### config.mk
export PLATFORM = sky130hd
export DESIGN_NAME = rv32m_sequencer
export DESIGN_NICKNAME = d
export VERILOG_FILES = /design/src/rtl/rv32m_sequencer.sv
export SDC_FILE = /design/constraint.sdc
export NUM_CORES = 1
export LEC_CHECK = 0
export ABC_CLOCK_PERIOD_IN_PS = 2200
export BUFFER_PORTS_ARGS = -buffer_cell sky130_fd_sc_hd__buf_2
export CAP_MARGIN = 20
export CORE_MARGIN = 5
export CORE_UTILIZATION = 49
export CTS_BUF_LIST = sky130_fd_sc_hd__clkbuf_4 sky130_fd_sc_hd__clkbuf_8
export DETAILED_ROUTE_END_ITERATION = 8
export PLACE_DENSITY_LB_ADDON = 0.2
export SYNTH_ARGS = -nofsm -noshare
export SYNTH_HDL_FRONTEND = slang
export SYNTH_SLANG_ARGS = --single-unit
### constraint.sdc
create_clock -name CLK -period 2.2 [get_ports CLK]
set_input_delay 0.33 -clock CLK [delete_from_list [all_inputs] [get_ports CLK]]
set_output_delay 0.33 -clock CLK [all_outputs]
set_load 0.01 [all_outputs]
### src/rtl/rv32m_sequencer.sv
// rtl/rv32m_sequencer.sv - RV32M multiply/divide sequencer
//
// Sequences one M-extension operation at a time onto an external iterative
// multiplier and an external iterative divider. Division by zero and signed
// overflow are answered locally. A one-entry cache keeps the last divider
// quotient/remainder pair, so that a div followed by a rem (or the reverse)
// on the same operands does not run the divider a second time.
//
// Ports:
//   CLK, nRST                      clock; synchronous active-low reset
//   start, funct3, rs1_data,       M-op request from execute (start is held
//   rs2_data                       while stall=1)
//   flush                          kill the in-flight M-op
//   stall, done, result            pipeline hold, result-valid pulse, result
//   mul_start, mul_signed_a/b      multiplier command
//   mul_done, mul_product          multiplier response
//   div_start, div_signed          divider command
//   div_done, div_quotient,        divider response
//   div_remainder
//   op_a, op_b                     registered operands to both units
//   abort                          one-cycle kill to both units
module rv32m_sequencer #(
  parameter bit DIV_CACHE_EN = 1'b1
) (
  input  logic        CLK,
  input  logic        nRST,
  input  logic        start,
  input  logic [2:0]  funct3,
  input  logic [31:0] rs1_data,
  input  logic [31:0] rs2_data,
  input  logic        flush,
  output logic        stall,
  output logic        done,
  output logic [31:0] result,
  output logic        mul_start,
  output logic        mul_signed_a,
  output logic        mul_signed_b,
  input  logic        mul_done,
  input  logic [63:0] mul_product,
  output logic        div_start,
  output logic        div_signed,
  input  logic        div_done,
  input  logic [31:0] div_quotient,
  input  logic [31:0] div_remainder,
  output logic [31:0] op_a,
  output logic [31:0] op_b,
  output logic        abort
);

  typedef enum logic [1:0] {IDLE, MUL_WAIT, DIV_WAIT, DONE} state_t;

  state_t      state, next_state;
  logic [2:0]  f3_q;
  logic        issue;        // first cycle of a WAIT state: fire the unit start

  logic        c_valid;
  logic [31:0] c_a, c_b, c_q, c_r;
  logic        c_signed;

  logic accept, in_dbz, in_ovf, in_hit, in_fast;

  // Fast-path and cache decisions are taken on the incoming operands so a
  // locally answered divide reaches DONE straight from IDLE.
  assign accept  = (state == IDLE) && start && !flush;
  assign in_dbz  = (rs2_data == 32'h0);
  assign in_ovf  = !funct3[0] && (rs1_data == 32'h8000_0000) && (rs2_data == 32'hFFFF_FFFF);
  assign in_hit  = DIV_CACHE_EN && c_valid && (c_a == rs1_data) && (c_b == rs2_data)
                   && (c_signed == !funct3[0]);
  assign in_fast = in_dbz || in_ovf || in_hit;

  assign mul_signed_a = (f3_q[1:0] != 2'b11);
  assign mul_signed_b = !f3_q[1];
  assign div_signed   = !f3_q[0];

  always_ff @(posedge CLK) begin
    if (!nRST) state <= IDLE;
    else       state <= next_state;
  end

  always_comb begin
    next_state = state;
    stall      = 1'b0;
    done       = 1'b0;
    abort      = 1'b0;
    mul_start  = 1'b0;
    div_start  = 1'b0;
    case (state)
      IDLE: begin
        if (accept) begin
          stall = 1'b1;
          if (!funct3[2])   next_state = MUL_WAIT;
          else if (in_fast) next_state = DONE;
          else              next_state = DIV_WAIT;
        end
      end
      MUL_WAIT: begin
        stall     = 1'b1;
        mul_start = issue && !flush;
        if (flush) begin
          abort      = 1'b1;
          next_state = IDLE;
        end else if (mul_done) begin
          next_state = DONE;
        end
      end
      DIV_WAIT: begin
        stall     = 1'b1;
        div_start = issue && !flush;
        if (flush) begin
          abort      = 1'b1;
          next_state = IDLE;
        end else if (div_done) begin
          next_state = DONE;
        end
      end
      DONE: begin
        done       = !flush;
        next_state = IDLE;
      end
      default: next_state = IDLE;
    endcase
    // Units share nRST, so nothing is signalled to them while it is low.
    if (!nRST) begin
      stall     = 1'b0;
      done      = 1'b0;
      abort     = 1'b0;
      mul_start = 1'b0;
      div_start = 1'b0;
    end
  end

  always_ff @(posedge CLK) begin
    if (!nRST) begin
      f3_q     <= 3'b000;
      op_a     <= 32'h0;
      op_b     <= 32'h0;
      result   <= 32'h0;
      issue    <= 1'b0;
      c_valid  <= 1'b0;
      c_a      <= 32'h0;
      c_b      <= 32'h0;
      c_q      <= 32'h0;
      c_r      <= 32'h0;
      c_signed <= 1'b0;
    end else begin
      issue <= 1'b0;
      if (accept) begin
        f3_q <= funct3;
        op_a <= rs1_data;
        op_b <= rs2_data;
        if (!funct3[2])   issue  <= 1'b1;
        else if (in_dbz)  result <= funct3[1] ? rs1_data : 32'hFFFF_FFFF;
        else if (in_ovf)  result <= funct3[1] ? 32'h0 : 32'h8000_0000;
        else if (in_hit)  result <= funct3[1] ? c_r : c_q;
        else              issue  <= 1'b1;
      end
      if ((state == MUL_WAIT) && mul_done && !flush) begin
        result <= (f3_q == 3'b000) ? mul_product[31:0] : mul_product[63:32];
      end
      if ((state == DIV_WAIT) && div_done && !flush) begin
        result   <= f3_q[1] ? div_remainder : div_quotient;
        c_valid  <= 1'b1;
        c_a      <= op_a;
        c_b      <= op_b;
        c_signed <= !f3_q[0];
        c_q      <= div_quotient;
        c_r      <= div_remainder;
      end
    end
  end

endmodule
Word level (Yosys, flattened, before mapping). Cells that the tools add are included.

Equal/unequal tests: 12. Multiplexer cells: 36. Reductions and logical operators: 28.

Operators by type and width (count): 32-bit 2-to-1 mux (12); 32-bit == test (2); 32-bit == test, second input constant (2); 32-bit zero test (1); 1-bit 2-to-1 mux (16); 1-bit logical AND (12); 2-bit 2-to-1 mux (6); 2-bit one-hot mux with 4 select lines (1); 3-bit != test, second input constant (2); 3-bit AND reduction (2); 3-bit nonzero test (2); 5-bit nonzero test (1); 2-bit == test, second input constant (2); 1-bit zero test (4); 2-bit != test, second input constant (2); 3-bit zero test (1); 2-bit by 1-bit == test with 1-bit output, second input constant (1); 2-bit zero test (1); 1-bit logical OR (2); 1-bit one-hot mux with 2 select lines (1); 2-bit AND reduction (1); 2-bit OR reduction (1); 1-bit == test (1).

Register bits after elaboration: 232. Input bits: 201. Output and inout bits: 104. Logic and storage cells: 88.

Logic depth before layout (Yosys ltp). Gate-level depths: netlist of the first run.

Word-level depth: 11. Mapped depth: 11. Mapped depth without buffers: 8.

Worst setup path after synthesis of the first run. OpenSTA, ideal clock, no wires.

Kind: in2reg. Start: input rs1_data[4]. End: register result[6]. Library setup time: 0.123 ns. Arrival: 2.099 ns. Required time: 2.077 ns. Slack: -0.022 ns. Stages: 9. Path buffers: 1. Cell sequence: or4_1 -> nor4_1 -> and4_1 -> a21oi_1 -> buf_2 -> a221oi_1 -> a211o_1 -> a221o_1 -> o21ai_0.

Longest elaborated chain between the ends: 9. Elaborated cells between the ends (all ways): 15. Classes of those cells: 2 x eq/ne; 6 x mux; 7 x reduce/logical.

RTL lines: from (decl) (line 29) `input logic [31:0] rs1_data,`; 32-bit == test (line 66) `assign in_ovf = !funct3[0] && (rs1_data == 32'h8000_0000) && (rs2_data == 32'hFFFF_FFFF);`; 1-bit logical AND (2 in a row) (line 66); 32-bit 2-to-1 mux (line 153) `else if (in_ovf) result <= funct3[1] ? 32'h0 : 32'h8000_0000;`; 32-bit 2-to-1 mux (line 152) `else if (in_dbz) result <= funct3[1] ? rs1_data : 32'hFFFF_FFFF;`; 32-bit 2-to-1 mux (line 151) `if (!funct3[2]) issue <= 1'b1;`; 32-bit 2-to-1 mux (line 147) `if (accept) begin`; 32-bit 2-to-1 mux (line 157) `if ((state == MUL_WAIT) && mul_done && !flush) begin`; 32-bit 2-to-1 mux (line 160) `if ((state == DIV_WAIT) && div_done && !flush) begin`; to (signal assigned) (line 152); to (signal assigned) (line 158) `result <= (f3_q == 3'b000) ? mul_product[31:0] : mul_product[63:32];`; to (signal assigned) (line 161) `result <= f3_q[1] ? div_remainder : div_quotient;`; to (decl) (line 34) `output logic [31:0] result,`.

Parallel ways exist; a longest one is shown, timed or not. The select of a mux whose other input is x is not followed. A chain may end at the register's enable or synchronous reset.

Worst setup path in the final report of the first run.
Start: register c_b[6]. End: register result[20].

Longest elaborated chain between the ends: 5.

RTL lines: from (decl) (line 57) `logic [31:0] c_a, c_b, c_q, c_r;`; from (signal assigned) (line 164) `c_b <= op_b;`; 32-bit == test (line 67) `assign in_hit = DIV_CACHE_EN && c_valid && (c_a == rs1_data) && (c_b == rs2_data)`; 1-bit logical AND (line 67); 1-bit logical AND (line 68) `&& (c_signed == !funct3[0]);`; 5-bit nonzero test (no line); 3-bit AND reduction (no line); to (signal assigned) (line 152); to (signal assigned) (line 153); to (signal assigned) (line 154) `else if (in_hit) result <= funct3[1] ? c_r : c_q;`.

No other way between the ends.

==> run_results.csv, run 1 <==
group,metric,value,unit
outcome,status,"finished, violations left",
outcome,violations,"setup timing",
hold_path,hold_class,"in -> reg",
synthesis,yosys.area.top_type_share,0.410,
worst_setup_path,worstPathCellList,"xnor2_1 -> nand4_1 -> nor4_2 -> nand4_1 -> nor4_2 -> buf_4 -> o21bai_4 -> clkbuf_16 -> a221o_1 -> o21ai_1",
place,io_buffers,304,
routing,vias,12400,
synthesis,ys_top_cells_by_count,"nand2_1, dfxtp_1, a21oi_1, clkbuf_1, mux2i_1",
routing,drc_errors,0,
global_routing,grt_pass1_vias,11900,
clock_network,cts.sinks,232,
clock_network,worstSkewPairLatency,570,ps
synthesis,synthesis.area,0.0113,mm^2
synthesis,yosys-top-cells-area,"dfxtp_1, nand2_1, a21oi_1",
worst_setup_path,critPathKind,"reg -> reg",
timing,finClkSkew,42.2,ps
synthesis,synth_fp_nets,1701,
worst_setup_path,startpoint_type,"flop",
worst_setup_path,path_delay_family,"simple AND/OR/NAND/NOR gates",
worst_setup_path,slowest_stage,"a221o_1",
clock_network,clkSlewWorstSetupHoldPaths,70,ps
synthesis,synth_area_leader_cell,"dfxtp_1",
floorplan,ios,305,
clock_network,root_buffer,"clkbuf_8",
synthesis,seq_area_frac_synth,0.410,
worst_setup_path,critPathMaxFanout,6,
synthesis,syn_avg_cell_area,7.57,um^2
floorplan,die-area,0.0262,mm^2
power,ir_drop,474,uV
clock_network,cts_inserted_buffers,41,
timing,min_period,2410,ps
final_layout,final_util,0.663,
job,cap_violations,0,
floorplan,initial_core_util,0.498,
synthesis,synth.most_common_cell,"nand2_1",
final_layout,layout.area.seq,0.00465,mm^2
routing,routed_via_density,5.69,
place,gp_congestion,0.983,
timing,slew-limit-headroom,0.555,
timing,fmax,415,MHz
final_layout,nets,2072,
timing,slew_viol_final,0,
clock_network,htreeDepth,2,
synthesis,synth_edf_count,0,
global_routing,grt_pass1_wl,65600,um
routing,final_antenna_net_count,0,
routing,drtPass1Iterations,6,
final_layout,nFillCells,1974,
final_layout,layout.cells.non_filler,2186,
timing,tightest_slew,667,ps
timing,final.setup.worst_slack,-211,ps
place,dpl-instance-area,0.0139,mm^2
routing,drt_wl_total,43300,um
routing,wl_per_cell,19.8,um
final_layout,area_growth,33.0,%
synthesis,synthArstFlopShare,0,
worst_setup_path,path_buf_inv,2,
place,hpwl,31900,um
timing,setup_viol_count_final,32,
place,dp_cells,2100,
power,p_per_area,774,mW/mm^2
worst_setup_path,critPathMaxStageDelay,340,ps
timing,min_period_over_period,1.10,
worst_setup_path,cp-end-kind,"flop",
global_routing,grt_max_degree,92,
timing,finalHoldViolations,0,
global_routing,antenna_found_initial,8,
floorplan,chipHeight,162,um
final_layout,layout-drive-gt1-share,0.308,
clock_network,cts_buffer_depth,3,
power,p_leak,0.00615,uW
synthesis,yosysWarnings,0,
synthesis,ys_types,54,
synthesis,ys_seq_elements,232,
final_layout,multi_input_area,0.00623,mm^2
timing,grt_setup_unrepaired,"yes",
synthesis,syn_inst,1495,
floorplan,core,0.0227,mm^2
final_layout,fin_area,0.0151,mm^2
timing,fin_setup_tns,-4070,ps
routing,drt_iter0_drc,1221,
worst_setup_path,arrival,2880,ps
clock_network,cts_tree,"built",
floorplan,std_cell_rows,55,
global_routing,grtUsageTotal,0.312,
worst_setup_path,required,2670,ps
floorplan,die_w,162,um
global_routing,grt-ovfl-total,0,
synthesis,synthFlopType,"dfxtp_1",
worst min-delay path, delay by kind of cell:
kind	cells	cell delay (ps)
AO/OA/AOI/OAI	1	50
buffers and inverters	1	100
AND/OR/NAND/NOR	1	50
cells in the final DEF (no fill, tap or decap), drive strengths merged, types with 19 or more instances in the layout:
cell	instances
nor4	26
nand2	504
inv	24
mux2i	39
clkbuf	65
nand2b	36
dfxtp	232
a211o	19
o21ai	34
mux2	38
xor2	31
a21oi	223
a221o	19
buf	440
nand4	23
per-layer routing:
| layer | vias to the layer above | track usage | routed length [um] |
|---|---|---|---|
| met1 | 5810 | 0.399 | 17000 |
| met3 | 123 | 0.0700 | 4080 |
| met2 | 627 | 0.515 | 20300 |
| met4 | 6 | 0.127 | 1870 |
| li1 | 5869 | - | - |
| met5 | - | 0 | 41 |
per-stage QoR:
stage / hold WS (ps) / setup WS (ps) / power, uW
2_1_floorplan: 432 / -16.0 / 6080
3_3_place_gp: 436 / -469 / 7170
3_5_place_dp: 441 / -622 / 7220
4_1_cts: 0.680 / -192 / 11600
5_1_grt: 3.91 / -278 / 12100
6_report: 17.7 / -211 / 11700
report_power, final:
group,leakage (uW),switching (uW),total (uW),internal (uW)
clock network,0.000468,1850,4380,2530
registers,0.00188,193,4650,4460
logic,0.00380,1590,2620,1030
total,0.00615,3630,11700,8020
sequential cells by signal, summed over array words and instances, names as in the netlist:
register and count:
c_signed 1, op_a 32, result 32, c_q 32, c_r 32, op_b 32, c_a 32, state 2
c_b 32, c_valid 1, issue 1, f3_q 3
worst paths after layout:
| path | from | to | slack (ps) | cells after the start |
|---|---|---|---|---|
| setup / recovery | c_b[6]$_SDFFE_PN0P_ | result[20]$_SDFFE_PN0P_ | -210 | 10 |
| hold / removal | div_quotient[3] | c_q[3]$_SDFFE_PN0P_ | 20 | 3 |
| setup reg to reg | c_b[6]$_SDFFE_PN0P_ | result[20]$_SDFFE_PN0P_ | -210 | 10 |
| hold reg to reg | result[3]$_SDFFE_PN0P_ | result[3]$_SDFFE_PN0P_ | 450 | 2 |
logic make-up after synthesis:
kind of cell             after synthesis  synth area share
adder cells (fa/ha/maj)                5           0.00553
buffers and inverters                139            0.0492
multiplexers                          77            0.0723
AO/OA/AOI/OAI                        351             0.186
XOR/XNOR                              40            0.0309
flip-flops                           232             0.410
AND/OR/NAND/NOR                      651             0.245
area by class of cell:
class                   instances  share of cell area
inverters                      23             0.00607
multi-input cells            1124               0.414
clock inverters                 8             0.00673
diodes                          7             0.00116
clock buffers                  63              0.0526
flip-flops and latches        232               0.309
repair buffers                444               0.187
well taps                     285              0.0237
what timing repair did:
item | in CTS | in global routing
setup endpoints to repair | 33 | 33
gates cloned | 1 | 2
buffers inserted | 1 | 3
resized for setup | 18 | 14
pin swaps | 6 | 10
hold buffers | 2 | 0
hold endpoints to repair | 2 | 0
(Power assumes the default switching activity.)
==> inputs of run 2 (changes only) <==
ABC_CLOCK_PERIOD_IN_PS = 2100   (was 2200)
MAX_ROUTING_LAYER = met4   (was unset)
clock period = 2.1 ns   (was 2.2 ns; I/O delays follow)
==> run_results.csv, run 2 (synthesis gave the netlist of run 1 again) <==
group,metric,value,unit
outcome,status,"finished, violations left",
outcome,violations,"setup timing",
timing,grt_setup_unrepaired,"yes",
place,io_buffers,304,
place,gp_congestion,1.02,
global_routing,grt_pass1_wl,65200,um
floorplan,ios,305,
timing,tightest_slew,552,ps
job,cap_violations,0,
power,p_leak,0.00614,uW
timing,min_period,2370,ps
timing,fmax,422,MHz
place,dp_worst_setup_slack,-534,ps
worst_setup_path,startpoint_type,"flop",
worst_setup_path,required,2550,ps
timing,finClkSkew,13.3,ps
hold_path,hold_class,"in -> reg",
timing,setup_viol_count_final,32,
timing,final.setup.worst_slack,-269,ps
clock_network,root_buffer,"clkbuf_8",
floorplan,chipHeight,162,um
global_routing,antenna_found_initial,6,
floorplan,die-area,0.0262,mm^2
final_layout,nets,2065,
timing,slew-limit-headroom,0.632,
floorplan,core,0.0227,mm^2
timing,min_period_over_period,1.13,
worst_setup_path,cp-end-kind,"flop",
timing,fin_setup_tns,-6150,ps
worst_setup_path,critPathMaxFanout,19,
global_routing,grtUsageTotal,0.319,
timing,finalHoldViolations,0,
timing,whs,30.8,ps
final_layout,layout-drive-gt1-share,0.314,
routing,final_antenna_net_count,0,
floorplan,die_w,162,um
routing,vias,12400,
clock_network,worstSkewPairLatency,530,ps
power,ir_drop,611,uV
floorplan,initial_core_util,0.498,
worst_setup_path,arrival,2820,ps
global_routing,grt_max_degree,96,
place,hpwl,31000,um
clock_network,htreeDepth,2,
routing,drt_wl_total,42700,um
clock_network,cts_inserted_buffers,40,
routing,drtPass1Iterations,6,
routing,drc_errors,0,
final_layout,final_util,0.662,
clock_network,clkSlewWorstSetupHoldPaths,70,ps
clock_network,cts.sinks,232,
routing,drt_iter0_drc,1286,
global_routing,grt_pass1_vias,12100,
final_layout,mostFrequentLayoutCell,"nand2_1",
final_layout,area_growth,32.8,%
final_layout,layout_common_cells,"nand2_1, buf_2, dfxtp_1",
floorplan,std_cell_rows,55,
power,p_per_area,800,mW/mm^2
timing,slew_viol_final,0,
worst_setup_path,critPathKind,"reg -> reg",
routing,routed_via_density,5.70,
routing,wl_per_cell,19.6,um
global_routing,grt-ovfl-total,0,
clock_network,cts_tree,"built",
clock_network,cts_buffer_depth,3,
-- run 2: cell count changes in the layout (fill, tap and decap cells not counted), sizes merged --
| cell | delta |
|---|---|
| inv | -1 |
| clkinvlp | -2 |
| dlygate4sd3 | -1 |
| buf | -3 |
| clkinv | +1 |
| bufinv | -1 |
| clkbuf | -2 |
-- run 2: what timing repair did --
item / 4_1_cts / 5_1_grt
buffers inserted: 1 / 4
endpoints found under the hold margin: 1 / 0
hold buffers: 1 / 0
pin swaps: 4 / 7
gates resized for setup: 9 / 24
endpoints found under the setup margin: 33 / 84
-- run 2: area by class of cell --
| cell class | count | area (um^2) |
|---|---|---|
| Antenna cell | 7 | 17.5 |
| Clock buffer | 63 | 792 |
| Sequential cell | 232 | 4660 |
| Inverter | 23 | 96.3 |
| Multi-Input combinational cell | 1124 | 6350 |
| Fill cell | 2035 | 7680 |
| Clock inverter | 5 | 50.0 |
| Timing Repair Buffer | 438 | 2710 |
| Tap cell | 285 | 357 |
-- run 2: power by group --
group,switching [uW],internal (uW)
registers,199,4680
clock network,1840,2500
logic,1690,1110
-- run 2: metal layers --
metal / global-route usage / vias up / routed length [um]
met2: 0.502 / 675 / 19800
li1: - / 5851 / -
met1: 0.398 / 5768 / 16900
met5: - / - / 0
met3: 0.0705 / 113 / 4240
met4: 0.135 / 0 / 1790
-- run 2: through the flow --
step | power [uW] | std cells | cell area (um^2)
4_1_cts | 12000 | 2166 | 14900
5_1_grt | 12500 | 2176 | 15000
3_5_place_dp | 7600 | 2096 | 14000
2_1_floorplan | 6390 | 1495 | 11400
6_report | 12000 | 2177 | 15000
3_3_place_gp | 7550 | 2096 | 14000
-- run 2: worst paths after layout --
kind	start	end	slack, ps	cells after the start
min	div_remainder[29]	c_r[29]$_SDFFE_PN0P_	30	3
max	c_a[4]$_SDFFE_PN0P_	result[22]$_SDFFE_PN0P_	-270	9
min reg2reg	result[4]$_SDFFE_PN0P_	result[4]$_SDFFE_PN0P_	450	2
max reg2reg	c_a[4]$_SDFFE_PN0P_	result[22]$_SDFFE_PN0P_	-270	9
-- run 2: worst max-delay path: stages (launching register included) --
cell,delay (ps)
dfxtp_1,320
xor2_1,220
nor4_1,430
nand3_2,160
nor4_4,280
buf_4,180
o21bai_4,100
buf_12,170
a221o_1,340
o21ai_1,90
